===== src/rtl/mem_stage_if.sv =====
// ============================================================================
// Module      : mem_stage_if
// Description : Data-memory request/response bundle between the MEM pipeline
//               stage (master) and the data memory (slave).
// Revision    : 1.0 - initial release
// ============================================================================
`default_nettype none

interface mem_stage_if;
  logic        Dm_Req;
  logic        Dm_We;
  logic [31:0] Dm_Addr;
  logic [31:0] Dm_Wdata;
  logic [31:0] Dm_Rdata;
  logic        Dm_Ack;

  // Pipeline side issues requests and consumes the response.
  modport master (
    output Dm_Req, Dm_We, Dm_Addr, Dm_Wdata,
    input  Dm_Rdata, Dm_Ack
  );

  // Memory side accepts requests and returns data with a one-cycle Ack.
  modport slave (
    input  Dm_Req, Dm_We, Dm_Addr, Dm_Wdata,
    output Dm_Rdata, Dm_Ack
  );
endinterface

`default_nettype wire


===== src/rtl/mem_stage.sv =====
// ============================================================================
// Module      : mem_stage
// Description : MEM pipeline stage. Issues word-aligned loads/stores to a
//               variable-latency data memory, stalls the front of the pipe
//               while the access is outstanding, aborts on misalignment or
//               after TIMEOUT wait cycles, and registers results into MEM/WB.
//               All state updates on the falling clock edge.
// Revision    : 1.0 - initial release
// ============================================================================
`default_nettype none

module mem_stage #(
  parameter int TIMEOUT = 15
) (
  input  logic        Clk,
  input  logic        Clr,
  input  logic [31:0] MEM_ALUout,
  input  logic [31:0] MEM_busB,
  input  logic [4:0]  MEM_Rw,
  input  logic        MEM_Zero,
  input  logic        MEM_Overflow,
  input  logic        MEM_RegWr,
  input  logic        MEM_MemtoReg,
  input  logic        MEM_MemWr,
  input  logic        MEM_Branch,
  input  logic        MEM_Jump,
  mem_stage_if.master dm,
  output logic        MEM_PCSrc,
  output logic        Stall,
  output logic        WB_RegWr,
  output logic        WB_MemtoReg,
  output logic [4:0]  WB_Rw,
  output logic [31:0] WB_ALUout,
  output logic [31:0] WB_Dout,
  output logic        MemErr
);

  // Counter must reach TIMEOUT-1; never narrower than 4 bits.
  localparam int CNT_BITS = $clog2(TIMEOUT + 1);
  localparam int CNT_W    = (CNT_BITS > 4) ? CNT_BITS : 4;
  localparam logic [CNT_W-1:0] CNT_LAST = CNT_W'(TIMEOUT - 1);

  typedef enum logic [0:0] {
    S_IDLE = 1'b0,
    S_WAIT = 1'b1
  } state_t;

  state_t           state;
  logic [CNT_W-1:0] cnt;
  logic             mem_op;
  logic             aligned;
  logic             timed_out;

  assign mem_op    = MEM_MemtoReg | MEM_MemWr;
  assign aligned   = (MEM_ALUout[1:0] == 2'b00);
  assign timed_out = (cnt == CNT_LAST);

  // Control transfer resolves here regardless of any memory access in flight.
  assign MEM_PCSrc = (MEM_Branch & MEM_Zero) | MEM_Jump;

  // Stall holds the upstream stages until the access completes or aborts;
  // it drops in the final cycle so the pipe advances on the same edge.
  always_comb begin
    Stall = 1'b0;
    case (state)
      S_IDLE:  Stall = mem_op & aligned;
      S_WAIT:  Stall = ~(dm.Dm_Ack | timed_out);
      default: Stall = 1'b0;
    endcase
  end

  // Access FSM, memory request registers and MEM/WB pipeline register.
  always_ff @(negedge Clk) begin
    if (Clr) begin
      state       <= S_IDLE;
      cnt         <= '0;
      dm.Dm_Req   <= 1'b0;
      dm.Dm_We    <= 1'b0;
      dm.Dm_Addr  <= '0;
      dm.Dm_Wdata <= '0;
      WB_RegWr    <= 1'b0;
      WB_MemtoReg <= 1'b0;
      WB_Rw       <= '0;
      WB_ALUout   <= '0;
      WB_Dout     <= '0;
      MemErr      <= 1'b0;
    end else begin
      MemErr <= 1'b0;
      case (state)
        S_IDLE: begin
          if (!mem_op) begin
            // Plain ALU op: pass through, suppressing writeback on overflow.
            WB_RegWr    <= MEM_RegWr & ~MEM_Overflow;
            WB_MemtoReg <= MEM_MemtoReg;
            WB_Rw       <= MEM_Rw;
            WB_ALUout   <= MEM_ALUout;
          end else if (aligned) begin
            dm.Dm_Req   <= 1'b1;
            dm.Dm_We    <= MEM_MemWr;
            dm.Dm_Addr  <= MEM_ALUout;
            dm.Dm_Wdata <= MEM_busB;
            cnt         <= '0;
            state       <= S_WAIT;
            WB_RegWr    <= 1'b0;
            WB_MemtoReg <= 1'b0;
          end else begin
            // Misaligned: drop the instruction and flag it.
            MemErr      <= 1'b1;
            WB_RegWr    <= 1'b0;
            WB_MemtoReg <= 1'b0;
          end
        end
        S_WAIT: begin
          if (dm.Dm_Ack) begin
            // Ack takes priority over a coincident timeout.
            dm.Dm_Req   <= 1'b0;
            cnt         <= '0;
            state       <= S_IDLE;
            WB_Dout     <= dm.Dm_Rdata;
            WB_RegWr    <= MEM_RegWr;
            WB_MemtoReg <= MEM_MemtoReg;
            WB_Rw       <= MEM_Rw;
            WB_ALUout   <= MEM_ALUout;
          end else if (timed_out) begin
            dm.Dm_Req   <= 1'b0;
            cnt         <= '0;
            state       <= S_IDLE;
            MemErr      <= 1'b1;
            WB_RegWr    <= 1'b0;
            WB_MemtoReg <= 1'b0;
          end else begin
            cnt         <= cnt + CNT_W'(1);
            WB_RegWr    <= 1'b0;
            WB_MemtoReg <= 1'b0;
          end
        end
        default: state <= S_IDLE;
      endcase
    end
  end

endmodule

`default_nettype wire


===== src/flat_wrapper.sv =====
// flat-port wrapper written by rule: the top's interface ports become plain ports
module mem_stage_flat 
#(
  parameter int TIMEOUT = 15
)
  (Clk, Clr, MEM_ALUout, MEM_busB, MEM_Rw, MEM_Zero, MEM_Overflow, MEM_RegWr, MEM_MemtoReg, MEM_MemWr, MEM_Branch, MEM_Jump, MEM_PCSrc, Stall, WB_RegWr, WB_MemtoReg, WB_Rw, WB_ALUout, WB_Dout, MemErr, dm_Dm_Req, dm_Dm_We, dm_Dm_Addr, dm_Dm_Wdata, dm_Dm_Rdata, dm_Dm_Ack);
  mem_stage_if dm_i ();
  input  logic Clk;
  input  logic Clr;
  input  logic [31:0] MEM_ALUout;
  input  logic [31:0] MEM_busB;
  input  logic [4:0] MEM_Rw;
  input  logic MEM_Zero;
  input  logic MEM_Overflow;
  input  logic MEM_RegWr;
  input  logic MEM_MemtoReg;
  input  logic MEM_MemWr;
  input  logic MEM_Branch;
  input  logic MEM_Jump;
  output logic MEM_PCSrc;
  output logic Stall;
  output logic WB_RegWr;
  output logic WB_MemtoReg;
  output logic [4:0] WB_Rw;
  output logic [31:0] WB_ALUout;
  output logic [31:0] WB_Dout;
  output logic MemErr;
  output wire logic [$bits(dm_i.Dm_Req)-1:0] dm_Dm_Req;
  output wire logic [$bits(dm_i.Dm_We)-1:0] dm_Dm_We;
  output wire logic [$bits(dm_i.Dm_Addr)-1:0] dm_Dm_Addr;
  output wire logic [$bits(dm_i.Dm_Wdata)-1:0] dm_Dm_Wdata;
  input wire logic [$bits(dm_i.Dm_Rdata)-1:0] dm_Dm_Rdata;
  input wire logic [$bits(dm_i.Dm_Ack)-1:0] dm_Dm_Ack;
  assign dm_Dm_Req = dm_i.Dm_Req;
  assign dm_Dm_We = dm_i.Dm_We;
  assign dm_Dm_Addr = dm_i.Dm_Addr;
  assign dm_Dm_Wdata = dm_i.Dm_Wdata;
  assign dm_i.Dm_Rdata = dm_Dm_Rdata;
  assign dm_i.Dm_Ack = dm_Dm_Ack;
  mem_stage #(.TIMEOUT(TIMEOUT)) u_core (.Clk(Clk), .Clr(Clr), .MEM_ALUout(MEM_ALUout), .MEM_busB(MEM_busB), .MEM_Rw(MEM_Rw), .MEM_Zero(MEM_Zero), .MEM_Overflow(MEM_Overflow), .MEM_RegWr(MEM_RegWr), .MEM_MemtoReg(MEM_MemtoReg), .MEM_MemWr(MEM_MemWr), .MEM_Branch(MEM_Branch), .MEM_Jump(MEM_Jump), .dm(dm_i), .MEM_PCSrc(MEM_PCSrc), .Stall(Stall), .WB_RegWr(WB_RegWr), .WB_MemtoReg(WB_MemtoReg), .WB_Rw(WB_Rw), .WB_ALUout(WB_ALUout), .WB_Dout(WB_Dout), .MemErr(MemErr));
endmodule

===== config.mk =====
export PLATFORM = sky130hd
export DESIGN_NAME = mem_stage_flat
export DESIGN_NICKNAME = d
export VERILOG_FILES = /design/src/rtl/mem_stage_if.sv /design/src/rtl/mem_stage.sv /design/src/flat_wrapper.sv
export SDC_FILE = /design/constraint.sdc
export NUM_CORES = 1
export LEC_CHECK = 0
export CAP_MARGIN = 0
export CORE_UTILIZATION = 38
export CTS_BUF_LIST = sky130_fd_sc_hd__clkbuf_2 sky130_fd_sc_hd__clkbuf_4 sky130_fd_sc_hd__clkbuf_8
export DETAILED_ROUTE_END_ITERATION = 10
export PLACE_DENSITY = 0.75
export SYNTH_ARGS = -nofsm -noshare
export SYNTH_HDL_FRONTEND = slang
export SYNTH_SLANG_ARGS = --single-unit

===== constraint.sdc =====
create_clock -name Clk -period 4.1 [get_ports Clk]
set_input_delay 0.82 -clock Clk [delete_from_list [all_inputs] [get_ports Clk]]
set_output_delay 0.82 -clock Clk [all_outputs]
set_load 0.02 [all_outputs]

==> results.txt <==
By area the synthesized netlist is led by sky130_fd_sc_hd__dfxtp_1 52%, sky130_fd_sc_hd__a21oi_1 13%, sky130_fd_sc_hd__nand3_1 8.5%. Of the total power, the share spent switching nets is 0.327. The initial core utilization is 0.392. The number of buffers created by CTS is 17. The first-pass GRT wire length is 28.9 mm.

The I/O pin count is 251. The most frequently used cell type in the post-synthesis netlist is sky130_fd_sc_hd__dfxtp_1. The commonest cells after synthesis are 143 x sky130_fd_sc_hd__dfxtp_1, 137 x sky130_fd_sc_hd__a21oi_1, 93 x sky130_fd_sc_hd__nand3_1, 90 x sky130_fd_sc_hd__o21ai_0, 68 x sky130_fd_sc_hd__nand2_1. In the post-route analysis, the smallest setup slack over all paths is -0.0989 ns. The insertion delay of the later-clocked pin in the worst-skew pair came out at 0.46 ns. The number of max-cap violations came out at 0.

The number of global-route vias before repair came to 6,357. The final reports fail on negative setup slack. The peak supply drop came out at 0.212 mV. The tree is rooted in a sky130_fd_sc_hd__clkbuf_8. The count of different cell masters after synthesis is 34. The via count came out at 6,402.

The first TritonRoute pass finished after 5 iterations. The share of total power dissipated in combinational logic is 0.140. The initialized floorplan defines 43 standard-cell rows. The power density over cell area is 407 mW/mm2. Summing every instance area after synthesis gives 0.00548 mm2.

The cell count after synthesis came out at 655. The initial antenna violation count is 0. The count of fill cells added during filler insertion is 1,216.

The synthesized net count came out at 768. For this run, the slowest stage of the critical path takes 0.31 ns. Among all stages on the critical path, the largest delay is contributed by sky130_fd_sc_hd__dfxtp_2.

The data arrival at the endpoint of the critical path is 3.38 ns. Setup repair after global routing could not meet its margin everywhere. In this run the tightest slew margin relative to its limit is 0.776. STA puts the critical path data required time at 3.28 ns.

The clock sink count came out at 143. The full die area came out at 0.0149 mm2. The most used flip-flop cell after synthesis is sky130_fd_sc_hd__dfxtp_1. The net switching power of the design came out at 1.24 mW. The maximum clock insertion buffer count came out at 2.

The placed wire-length estimate came out at 11.7 mm. The critical path is of the reg -> out type. In the routed design, unresolved DRC markers number 0. The pin slew with the least headroom to its limit is 0.336 ns. The startpoint class of the critical path is a register. The H-tree was split into 4 levels.

The count of flip-flops with a built-in enable after synthesis is 0. The count of buffers added on input and output ports is 250. The relative area change from synthesis to final layout is 70.1%. The number of max-slew violations in the final report is 0.

The biggest area contributor in the post-synthesis netlist is sky130_fd_sc_hd__dfxtp_1. The total global routing overflow came out at 0. The total global routing track utilization is 0.246. The warning count from the yosys run came out at 0. In the final layout, the share of cells above drive strength 1 is 0.109.

Hold is met by 0.445 ns. The leakage power summed over all cells is 4.46 nW. STA classifies the critical path endpoint as an output pin.

The routability-driven placement congestion ratio is 0.841. The number of antenna diodes came out at 0. The setup slack at placement is -0.229 ns. The worst hold path belongs to the class reg -> reg. The die is 122 um tall. The number of failing setup endpoints in the final timing report came out at 1.

The net count reported at finish came out at 1,167. The final count of hold timing violations is 0. The CTS tree is yes. The wire length after detailed routing came out at 18.6 mm. The floorplan step defined a core boundary enclosing 0.0140 mm2. The pin count of the biggest net entering global routing is 64. The horizontal extent of the die came out at 122 um.

Cell internal power was estimated by the tool at 2.55 mW. The critical path goes through inv_2 -> ha_4 -> nand3_4 -> nand2_4 -> nand2_2 -> buf_6. The share of synthesized registers carrying an async set or reset is 0. In this run, the number of DRC markers left after iteration 0 of detailed routing was 433. The clock-pin slew reported for the worst setup and hold paths after clock tree synthesis came out at 0.03 ns.

In this run the register-to-register setup slack is 2.66 ns. The synthesized area per cell came out at 8.37 um2. The ratio of routed vias to standard cells is 5.13.

The clock group share of total power is 0.469. The sequential cell area fraction in the yosys report is 0.522. Along the worst path, the maximum fanout reaches 2.

Between clock sinks in the finished design, the worst skew comes to 0.0182 ns. The detail-routed net length per standard cell came out at 14.9 um. Hold repair after CTS inserted 0 buffers. The flow ran to the end, but the final reports show violations. The number of synthesized register bits came out at 143.

Once detail routing completed, the nets flagged for antenna violations numbered 0. The share of synthesized area in the top cell type comes to 0.522. The fraction of power consumed by sequential logic came out at 0.392.
## timing repair
item / 4_1_cts / 5_1_grt
buffers inserted: 0 / 4
endpoints found under the setup margin: 139 / 2
cloned: 0 / 0
gates resized for setup: 147 / 12
pin swaps: 1 / 2
## layout make-up
| class | count | area (um2) | share of cell area |
|---|---|---|---|
| well taps | 180 | 225 | 0.0242 |
| repair buffers | 306 | 2940 | 0.315 |
| clock buffers | 17 | 234 | 0.0251 |
| flip-flops and latches | 143 | 2870 | 0.308 |
| clock inverters | 158 | 727 | 0.0780 |
| multi-input cells | 440 | 2320 | 0.249 |
| inverters | 3 | 11.3 | 0.00121 |
## critical path: cells and delay by family, from the launching register on
kind                       cells  cell delay (ns)
DFF                            1             0.31
buffers and inverters          2             0.21
and+or+nand+nor                3             0.21
adders and majority gates      1             0.14
## flip-flops by register name, summed over array words and instances, names as in the netlist
register / count
u_core.WB_Dout: 32
u_core.dm.Dm_We: 1
u_core.WB_ALUout: 32
u_core.dm.Dm_Wdata: 32
u_core.dm.Dm_Addr: 32
u_core.WB_Rw: 5
u_core.MemErr: 1
u_core.dm.Dm_Req: 1
u_core.state: 1
u_core.cnt: 4
u_core.WB_RegWr: 1
u_core.WB_MemtoReg: 1
## power groups by stage
stage	clock [mW]	combinational, mW	sequential, mW
floorplan	0.212	0.172	1.57
global placement	0.212	0.553	1.50
detailed placement	0.212	0.557	1.51
CTS	1.83	0.522	1.48
global route	2.00	0.565	1.49
finish	1.78	0.529	1.48
## final timing paths
path,from,endpoint,cells past startpoint
min reg2reg,u_core.WB_Dout[24],u_core.WB_Dout[24],2
min,u_core.WB_Dout[24],u_core.WB_Dout[24],2
max reg2reg,u_core.state,u_core.WB_Rw[4],5
max,u_core.cnt[0],Stall,6
## stage by stage
step	utilization	setup TNS, ns	total power [mW]	std cells	cell area [um2]
6_report	0.666	-0.0989	3.79	1247	9320
5_1_grt	0.666	-0.170	4.05	1247	9320
4_1_cts	0.661	-0.147	3.84	1243	9250
3_5_place_dp	0.604	-21.33	2.27	1069	8450
3_3_place_gp	0.604	-17.98	2.27	1069	8450
2_1_floorplan	-	0	1.96	655	5480
## routing by layer
metal	routed length [um]	GRT usage	share of wire	up-vias
met4	421	0.151	0.023	0
li1	-	-	-	3089
met1	7550	0.266	0.41	2996
met5	0	0	0	-
met3	1550	0.118	0.083	37
met2	9100	0.387	0.49	280
## cell usage in the layout (no fill, tap or decap), types with 5 or more instances in the layout
master | synthesis | final
sky130_fd_sc_hd__dlygate4sd2_1 | 0 | 137
sky130_fd_sc_hd__buf_12 | 0 | 15
sky130_fd_sc_hd__a21oi_1 | 137 | 137
sky130_fd_sc_hd__nand3_2 | 10 | 10
sky130_fd_sc_hd__clkdlybuf4s50_1 | 0 | 110
sky130_fd_sc_hd__o21ai_1 | 11 | 11
sky130_fd_sc_hd__inv_1 | 4 | 146
sky130_fd_sc_hd__buf_4 | 7 | 42
sky130_fd_sc_hd__clkinvlp_2 | 0 | 5
sky130_fd_sc_hd__nand2_1 | 68 | 65
sky130_fd_sc_hd__nand3_1 | 93 | 92
sky130_fd_sc_hd__o21ai_0 | 90 | 90
sky130_fd_sc_hd__clkbuf_8 | 0 | 17
sky130_fd_sc_hd__dfxtp_1 | 143 | 140
## kinds of logic (layout without fill, tap and decap cells)
logic type | count (synthesis) | count (layout) | share of synthesized area
fa+ha+maj | 2 | 2 | 0.00457
flops | 143 | 143 | 0.522
compound gates | 249 | 249 | 0.235
simple gates | 189 | 189 | 0.170
buf+inv | 72 | 484 | 0.0680
Note: power is estimated with default switching activity, not from simulation.
